$ cat src/rtl/regfile_dump_reader_if.sv
// Output stream channel of the register-file dump reader.
//   out_valid  : out_data/out_idx/out_last are valid
//   out_ready  : consumer accepts the word when out_valid && out_ready
//   out_data   : sampled register value
//   out_idx    : register index of out_data
//   out_last   : out_idx is the final index of the dump
// master = dump reader (producer), slave = consumer.
interface regfile_dump_reader_if #(
  parameter int unsigned N = 32
);
  localparam int unsigned IDX_W = 5;

  logic             out_valid;
  logic             out_ready;
  logic [N-1:0]     out_data;
  logic [IDX_W-1:0] out_idx;
  logic             out_last;

  modport master (
    output out_valid,
    output out_data,
    output out_idx,
    output out_last,
    input  out_ready
  );

  modport slave (
    input  out_valid,
    input  out_data,
    input  out_idx,
    input  out_last,
    output out_ready
  );
endinterface

$ cat src/rtl/regfile_dump_reader.sv
// Debug read-out engine: on start, walks register indices lo..hi through a
// spare regfile read port and streams each sampled word out with its index
// and a last flag. Never writes the register file.
//   clk, rst_n      : clock, synchronous active-low reset
//   start_i         : begin dump (sampled only while idle)
//   lo_idx_i/hi_idx_i : index range, captured on accepted start
//   abort_i         : cancel dump in any state
//   rf_addr_o       : regfile read address
//   rf_data_i       : combinational regfile read data
//   out_if          : valid/ready output stream (master side)
//   busy_o          : dump in progress
//   done_o          : one-cycle pulse on normal completion
//   err_o           : one-cycle pulse when start rejected (lo > hi)
module regfile_dump_reader #(
  parameter int unsigned N = 32
) (
  input  logic                      clk,
  input  logic                      rst_n,
  input  logic                      start_i,
  input  logic [4:0]                lo_idx_i,
  input  logic [4:0]                hi_idx_i,
  input  logic                      abort_i,
  output logic [4:0]                rf_addr_o,
  input  logic [N-1:0]              rf_data_i,
  regfile_dump_reader_if.master     out_if,
  output logic                      busy_o,
  output logic                      done_o,
  output logic                      err_o
);

  localparam int unsigned IDX_W = 5;

  typedef enum logic [1:0] {
    IDLE = 2'd0,
    READ = 2'd1,
    HOLD = 2'd2,
    DONE = 2'd3
  } state_e;

  state_e           state_q,    state_d;
  logic [IDX_W-1:0] idx_q,      idx_d;
  logic [IDX_W-1:0] hi_q,       hi_d;
  logic [IDX_W-1:0] rf_addr_q,  rf_addr_d;
  logic             valid_q,    valid_d;
  logic [N-1:0]     data_q,     data_d;
  logic [IDX_W-1:0] oidx_q,     oidx_d;
  logic             last_q,     last_d;
  logic             busy_q,     busy_d;
  logic             done_q,     done_d;
  logic             err_q,      err_d;

  // State and output registers
  always_ff @(posedge clk) begin
    if (!rst_n) begin
      state_q   <= IDLE;
      idx_q     <= '0;
      hi_q      <= '0;
      rf_addr_q <= '0;
      valid_q   <= 1'b0;
      data_q    <= '0;
      oidx_q    <= '0;
      last_q    <= 1'b0;
      busy_q    <= 1'b0;
      done_q    <= 1'b0;
      err_q     <= 1'b0;
    end else begin
      state_q   <= state_d;
      idx_q     <= idx_d;
      hi_q      <= hi_d;
      rf_addr_q <= rf_addr_d;
      valid_q   <= valid_d;
      data_q    <= data_d;
      oidx_q    <= oidx_d;
      last_q    <= last_d;
      busy_q    <= busy_d;
      done_q    <= done_d;
      err_q     <= err_d;
    end
  end

  // Next-state and next-output logic
  always_comb begin
    state_d = state_q;
    idx_d   = idx_q;
    hi_d    = hi_q;
    valid_d = valid_q;
    data_d  = data_q;
    oidx_d  = oidx_q;
    last_d  = last_q;
    err_d   = 1'b0;

    unique case (state_q)
      IDLE: begin
        if (start_i) begin
          if (lo_idx_i <= hi_idx_i) begin
            idx_d   = lo_idx_i;
            hi_d    = hi_idx_i;
            state_d = READ;
          end else begin
            err_d = 1'b1;
          end
        end
      end
      READ: begin
        data_d  = rf_data_i;
        oidx_d  = idx_q;
        last_d  = (idx_q == hi_q);
        valid_d = 1'b1;
        state_d = HOLD;
      end
      HOLD: begin
        if (out_if.out_ready) begin
          valid_d = 1'b0;
          // Last word ends the walk before idx can wrap past 31.
          if (last_q) begin
            state_d = DONE;
          end else begin
            idx_d   = IDX_W'(idx_q + 5'd1);
            state_d = READ;
          end
        end
      end
      DONE: begin
        state_d = IDLE;
      end
      default: begin
        state_d = IDLE;
      end
    endcase

    // Abort beats start and handshake in the same cycle.
    if (abort_i) begin
      state_d = IDLE;
      valid_d = 1'b0;
      err_d   = 1'b0;
    end

    // Address is registered, so it is computed from the upcoming state/index.
    rf_addr_d = (state_d == IDLE) ? '0 : idx_d;
    busy_d    = (state_d != IDLE);
    done_d    = (state_d == DONE);
  end

  assign rf_addr_o        = rf_addr_q;
  assign out_if.out_valid = valid_q;
  assign out_if.out_data  = data_q;
  assign out_if.out_idx   = oidx_q;
  assign out_if.out_last  = last_q;
  assign busy_o           = busy_q;
  assign done_o           = done_q;
  assign err_o            = err_q;

endmodule

$ cat src/flat_wrapper.sv
// flat-port wrapper written by rule: the top's interface ports become plain ports
module regfile_dump_reader_flat 
#(
  parameter int unsigned N = 32
)
  (clk, rst_n, start_i, lo_idx_i, hi_idx_i, abort_i, rf_addr_o, rf_data_i, busy_o, done_o, err_o, out_if_out_valid, out_if_out_data, out_if_out_idx, out_if_out_last, out_if_out_ready);
  regfile_dump_reader_if #(.N(N)) out_if_i ();
  input  logic clk;
  input  logic rst_n;
  input  logic start_i;
  input  logic [4:0] lo_idx_i;
  input  logic [4:0] hi_idx_i;
  input  logic abort_i;
  output logic [4:0] rf_addr_o;
  input  logic [N-1:0] rf_data_i;
  output logic busy_o;
  output logic done_o;
  output logic err_o;
  output wire logic [$bits(out_if_i.out_valid)-1:0] out_if_out_valid;
  output wire logic [$bits(out_if_i.out_data)-1:0] out_if_out_data;
  output wire logic [$bits(out_if_i.out_idx)-1:0] out_if_out_idx;
  output wire logic [$bits(out_if_i.out_last)-1:0] out_if_out_last;
  input wire logic [$bits(out_if_i.out_ready)-1:0] out_if_out_ready;
  assign out_if_out_valid = out_if_i.out_valid;
  assign out_if_out_data = out_if_i.out_data;
  assign out_if_out_idx = out_if_i.out_idx;
  assign out_if_out_last = out_if_i.out_last;
  assign out_if_i.out_ready = out_if_out_ready;
  regfile_dump_reader #(.N(N)) u_core (.clk(clk), .rst_n(rst_n), .start_i(start_i), .lo_idx_i(lo_idx_i), .hi_idx_i(hi_idx_i), .abort_i(abort_i), .rf_addr_o(rf_addr_o), .rf_data_i(rf_data_i), .out_if(out_if_i), .busy_o(busy_o), .done_o(done_o), .err_o(err_o));
endmodule
$ cat config.mk
export PLATFORM = sky130hd
export DESIGN_NAME = regfile_dump_reader_flat
export DESIGN_NICKNAME = d
export VERILOG_FILES = /design/src/rtl/regfile_dump_reader_if.sv /design/src/rtl/regfile_dump_reader.sv /design/src/flat_wrapper.sv
export SDC_FILE = /design/constraint.sdc
export NUM_CORES = 1
export LEC_CHECK = 0
export CAP_MARGIN = 10
export CORE_AREA = 2 2 88 73
export DETAILED_ROUTE_END_ITERATION = 10
export DIE_AREA = 0 0 90 75
export HOLD_SLACK_MARGIN = 0.15
export PLACE_DENSITY = 0.78
export SLEW_MARGIN = 20
export SYNTH_ARGS = -nofsm -noshare
export SYNTH_HDL_FRONTEND = slang
export SYNTH_SLANG_ARGS = --single-unit
$ cat constraint.sdc
create_clock -name clk -period 2.05 [get_ports clk]
set_clock_uncertainty 0.1 [all_clocks]
set_input_delay 0.205 -clock clk [delete_from_list [all_inputs] [get_ports clk]]
set_output_delay 0.205 -clock clk [all_outputs]
set_load 0.01 [all_outputs]
==> impl_results.md <==
- Status: finished, final reports clean
- Adder-cell area share of the yosys netlist: 3.017%
- Leakage: 1.432 nW
- Row cnt: 25
- Die width: 90 um
- Sequential area share after synthesis: 47.46%
- PwrDens: 708.6 mW/mm2
- # port buffers: 93
- Max layer used: met4
- Post-route cell area: 0.003806 mm2
- Critical path class: in2reg
- H-tree levels: 3
- Critical-path cell list: clkdlybuf4s50_1, inv_1, ha_1, and4_1, nand2_1, o21ai_4, nor2b_1, buf_4, a2111oi_4
- Wire per inst: 13.25 um
- Post-CTS setup buffers: 0
- Initial antenna violation count: 0
- CTS tree: yes
- Endpoints failing setup: 0
- Synth top area cells: dfxtp_1 (47%), nand2_1 (14%), a21oi_1 (9.0%)
- Nets: 463
- Share of layout cells above drive strength 1: 11.81%
- Critical Path Source Type: input pin
- Most frequent cells after synthesis: nand2_1 (91), dfxtp_1 (59), a21oi_1 (45), buf_2 (11), nor2_1 (11)
- Mux contribution to synthesized area: 3.318%
- Post-synth EDFFs: 0
- Num CTS Buffers: 9
- Worst Max-Slew Pin Slew: 547.4 ps
- XOR/XNOR Fraction of Synth Area: 1.760%
- RR Startpoint: u_core.idx_q[1]
- Mapped Cells: 302
- DR iter-0 viols: 110
- GRT Util Overall: 20.02%
- DRC viols: 0
- Max FO, Critical Path: 4
- Final hold vios: 0
- Largest area contributor in the netlist: dfxtp_1
- # hold bufs at CTS: 0
- Met1 Wirelength: 2871 um
- Clk buf depth: 2
- Number of global-route vias before repair: 2,333
- Reg area: 0.001181 mm2
- Initial Util: 42.77%
- Critical Path RT: 2180 ps
- Filler cell count: 504
- Die area: 0.006750 mm2
- Total congestion overflow: 0
- Clock latency at the later pin of the worst-skew pair: 330 ps
- Unrepaired setup endpoints after global routing: false
- Max_slew headroom: 63.12%
- Vias: 2,436
- VDD IR-drop max: 470.7 uV
- #FFs+latches synth: 59
- Fmax: 0.5214 GHz
- Max-cap check violation count: 0
- Average footprint of a synthesized cell: 8.241 um2
- Ports: 94
- Clk sink count: 59
- Crit path from: hi_idx_i[4]
- Asr flop ratio synth: 0%
- Synth Net Count: 355
- Slowest cell on the critical path: clkdlybuf4s50_1
- Setup TNS: 0 ps
- RePlAce Congestion: 0.8646
- Top-count cell post-synth: nand2_1
- Synth Area in Simple Gates: 23.53%
- Tcrit/Tclk final: 93.56%
- CP Capture Type: flop
- Reg2reg end: u_core.idx_q[4]
- Critical path arrival: 2050 ps
- Post-synth top flop: dfxtp_1
- Cts repair resizes: 0
- Worst-path clk slew: 60 ps
- Routed Antenna Nets: 0
- Main combinational cell family by area after synthesis: simple AND/OR/NAND/NOR gates
- Synthesis warning total: 0
- Synth Area in Compound Gates: 15.99%
- P&R area growth vs syn: 52.94%
- Vias per inst: 4.911
- Hold WC Path Type: in2reg
- Core Box Area: 0.005818 mm2
- DRT Pass-1 Iters: 4
- Area of the multi-input gates: 0.001187 mm2
- Antenna diodes: 0
- Yosys top cell area share: 47.46%
- Crit-path max cell delay: 480 ps
- Final Max Tran Viols: 0
- Synthesized area: 0.002489 mm2
- Pin count of the biggest net entering global routing: 37
- Die height: 75 um
- Library cells used by synthesis: 41
- Final worst path period need: 1918 ps
- Cell Area, Placed: 0.003612 mm2
- Reg2reg setup slack: 320 ps
- First-pass GRT wire length: 10,750 um
- Worst R2R Path Depth: 5
- Met3 WL post-DR: 518 um
- Routed WL: 6574 um
- Clock root buffer: clkbuf_8
- Total power: 2.697 mW
- Metal2 WL: 3098 um
- Hpwl dp: 4846 um
- CP endpoint: u_core.idx_q[2]
==> stage by stage <==
step / std cells / utilization (%) / hold slack (ps) / setup slack [ps]
3_3_place_gp: 480 / 62.09 / 340.4 / -155.3
4_1_cts: 496 / 65.42 / 307.7 / 131.9
2_1_floorplan: 302 / - / 241.0 / 366.3
5_1_grt: 496 / 65.42 / 317.0 / 38.62
6_report: 496 / 65.42 / 319.4 / 132.1
3_5_place_dp: 480 / 62.09 / 345.7 / -215.5
==> placed cells by master, fill, tap and decap left out, types with 2 or more instances in the layout <==
| master | synthesis | routed |
|---|---|---|
| xor2_1 | 3 | 3 |
| clkinv_2 | 0 | 3 |
| nand2b_1 | 5 | 5 |
| mux2_2 | 2 | 2 |
| buf_4 | 0 | 21 |
| and2_1 | 2 | 2 |
| nor2b_1 | 3 | 2 |
| nor2_1 | 11 | 11 |
| nand2_1 | 91 | 91 |
| xnor2_1 | 2 | 2 |
| clkdlybuf4s50_1 | 0 | 93 |
| inv_1 | 9 | 9 |
| nand4_1 | 4 | 4 |
| ha_1 | 6 | 6 |
| clkbuf_8 | 0 | 10 |
| nor3_1 | 7 | 7 |
| dfxtp_1 | 59 | 59 |
| o211ai_1 | 2 | 2 |
| or2_2 | 2 | 2 |
| nand3_1 | 5 | 5 |
| mux2i_1 | 6 | 6 |
| a21oi_1 | 45 | 45 |
==> metal layers <==
metal	vias to the layer above	track usage [%]
met5	-	0
met4	0	7.179
met3	10	7.307
met2	82	33.08
met1	1115	24.67
li1	1229	-
==> worst max-delay path: cells and delay by family <==
kind | cells | cell delay, ps
buffers and inverters | 3 | 670
and+or+nand+nor | 3 | 480
AOI/OAI and AO/OA | 2 | 410
adders and majority gates | 1 | 290
==> flip-flops by register name, indices dropped and copies added (netlist names) <==
name                     flops
u_core.busy_o                1
u_core.done_o                1
u_core.err_o                 1
u_core.hi_q                  5
u_core.idx_q                 5
u_core.out_if.out_data      32
u_core.out_if.out_idx        5
u_core.out_if.out_last       1
u_core.out_if.out_valid      1
u_core.rf_addr_o             5
u_core.state_q               2
==> logic make-up (layout without fill, tap and decap cells) <==
| group | count (synthesis) | count (layout) |
|---|---|---|
| and+or+nand+nor | 135 | 135 |
| AOI/OAI and AO/OA | 62 | 62 |
| DFF | 59 | 59 |
| buffers and inverters | 27 | 140 |
| muxes | 8 | 8 |
| adders and majority gates | 6 | 6 |
| xor gates and xnor gates | 5 | 5 |
==> how the worst min path moves through the flow <==
stage | end | start | slack (ps) | cells after the start
after floorplan | u_core.out_if.out_data[0] | rf_data_i[0] | 240 | 2
after global placement | u_core.out_if.out_data[26] | u_core.out_if.out_data[26] | 340 | 2
after detailed placement | u_core.out_if.out_data[19] | u_core.out_if.out_data[19] | 350 | 2
after CTS | u_core.out_if.out_data[3] | rf_data_i[3] | 310 | 3
after global routing | u_core.out_if.out_data[3] | rf_data_i[3] | 320 | 3
final | u_core.out_if.out_data[3] | rf_data_i[3] | 320 | 3
==> area by class of cell <==
cell class	count	area share, %
Inverter	9	0.8876
Timing Repair Buffer	115	29.13
Multi-Input combinational cell	216	31.20
Clock inverter	5	1.381
Sequential cell	59	31.03
Clock buffer	11	3.715
Tap cell	81	2.663
==> power by group <==
part / total (mW) / switching, mW / internal [mW]
Combinational: 0.435 / 0.189 / 0.246
Clock: 1.02 / 0.436 / 0.588
Sequential: 1.24 / 0.0441 / 1.19
Total: 2.70 / 0.669 / 2.03
(Power assumes the default switching activity.)
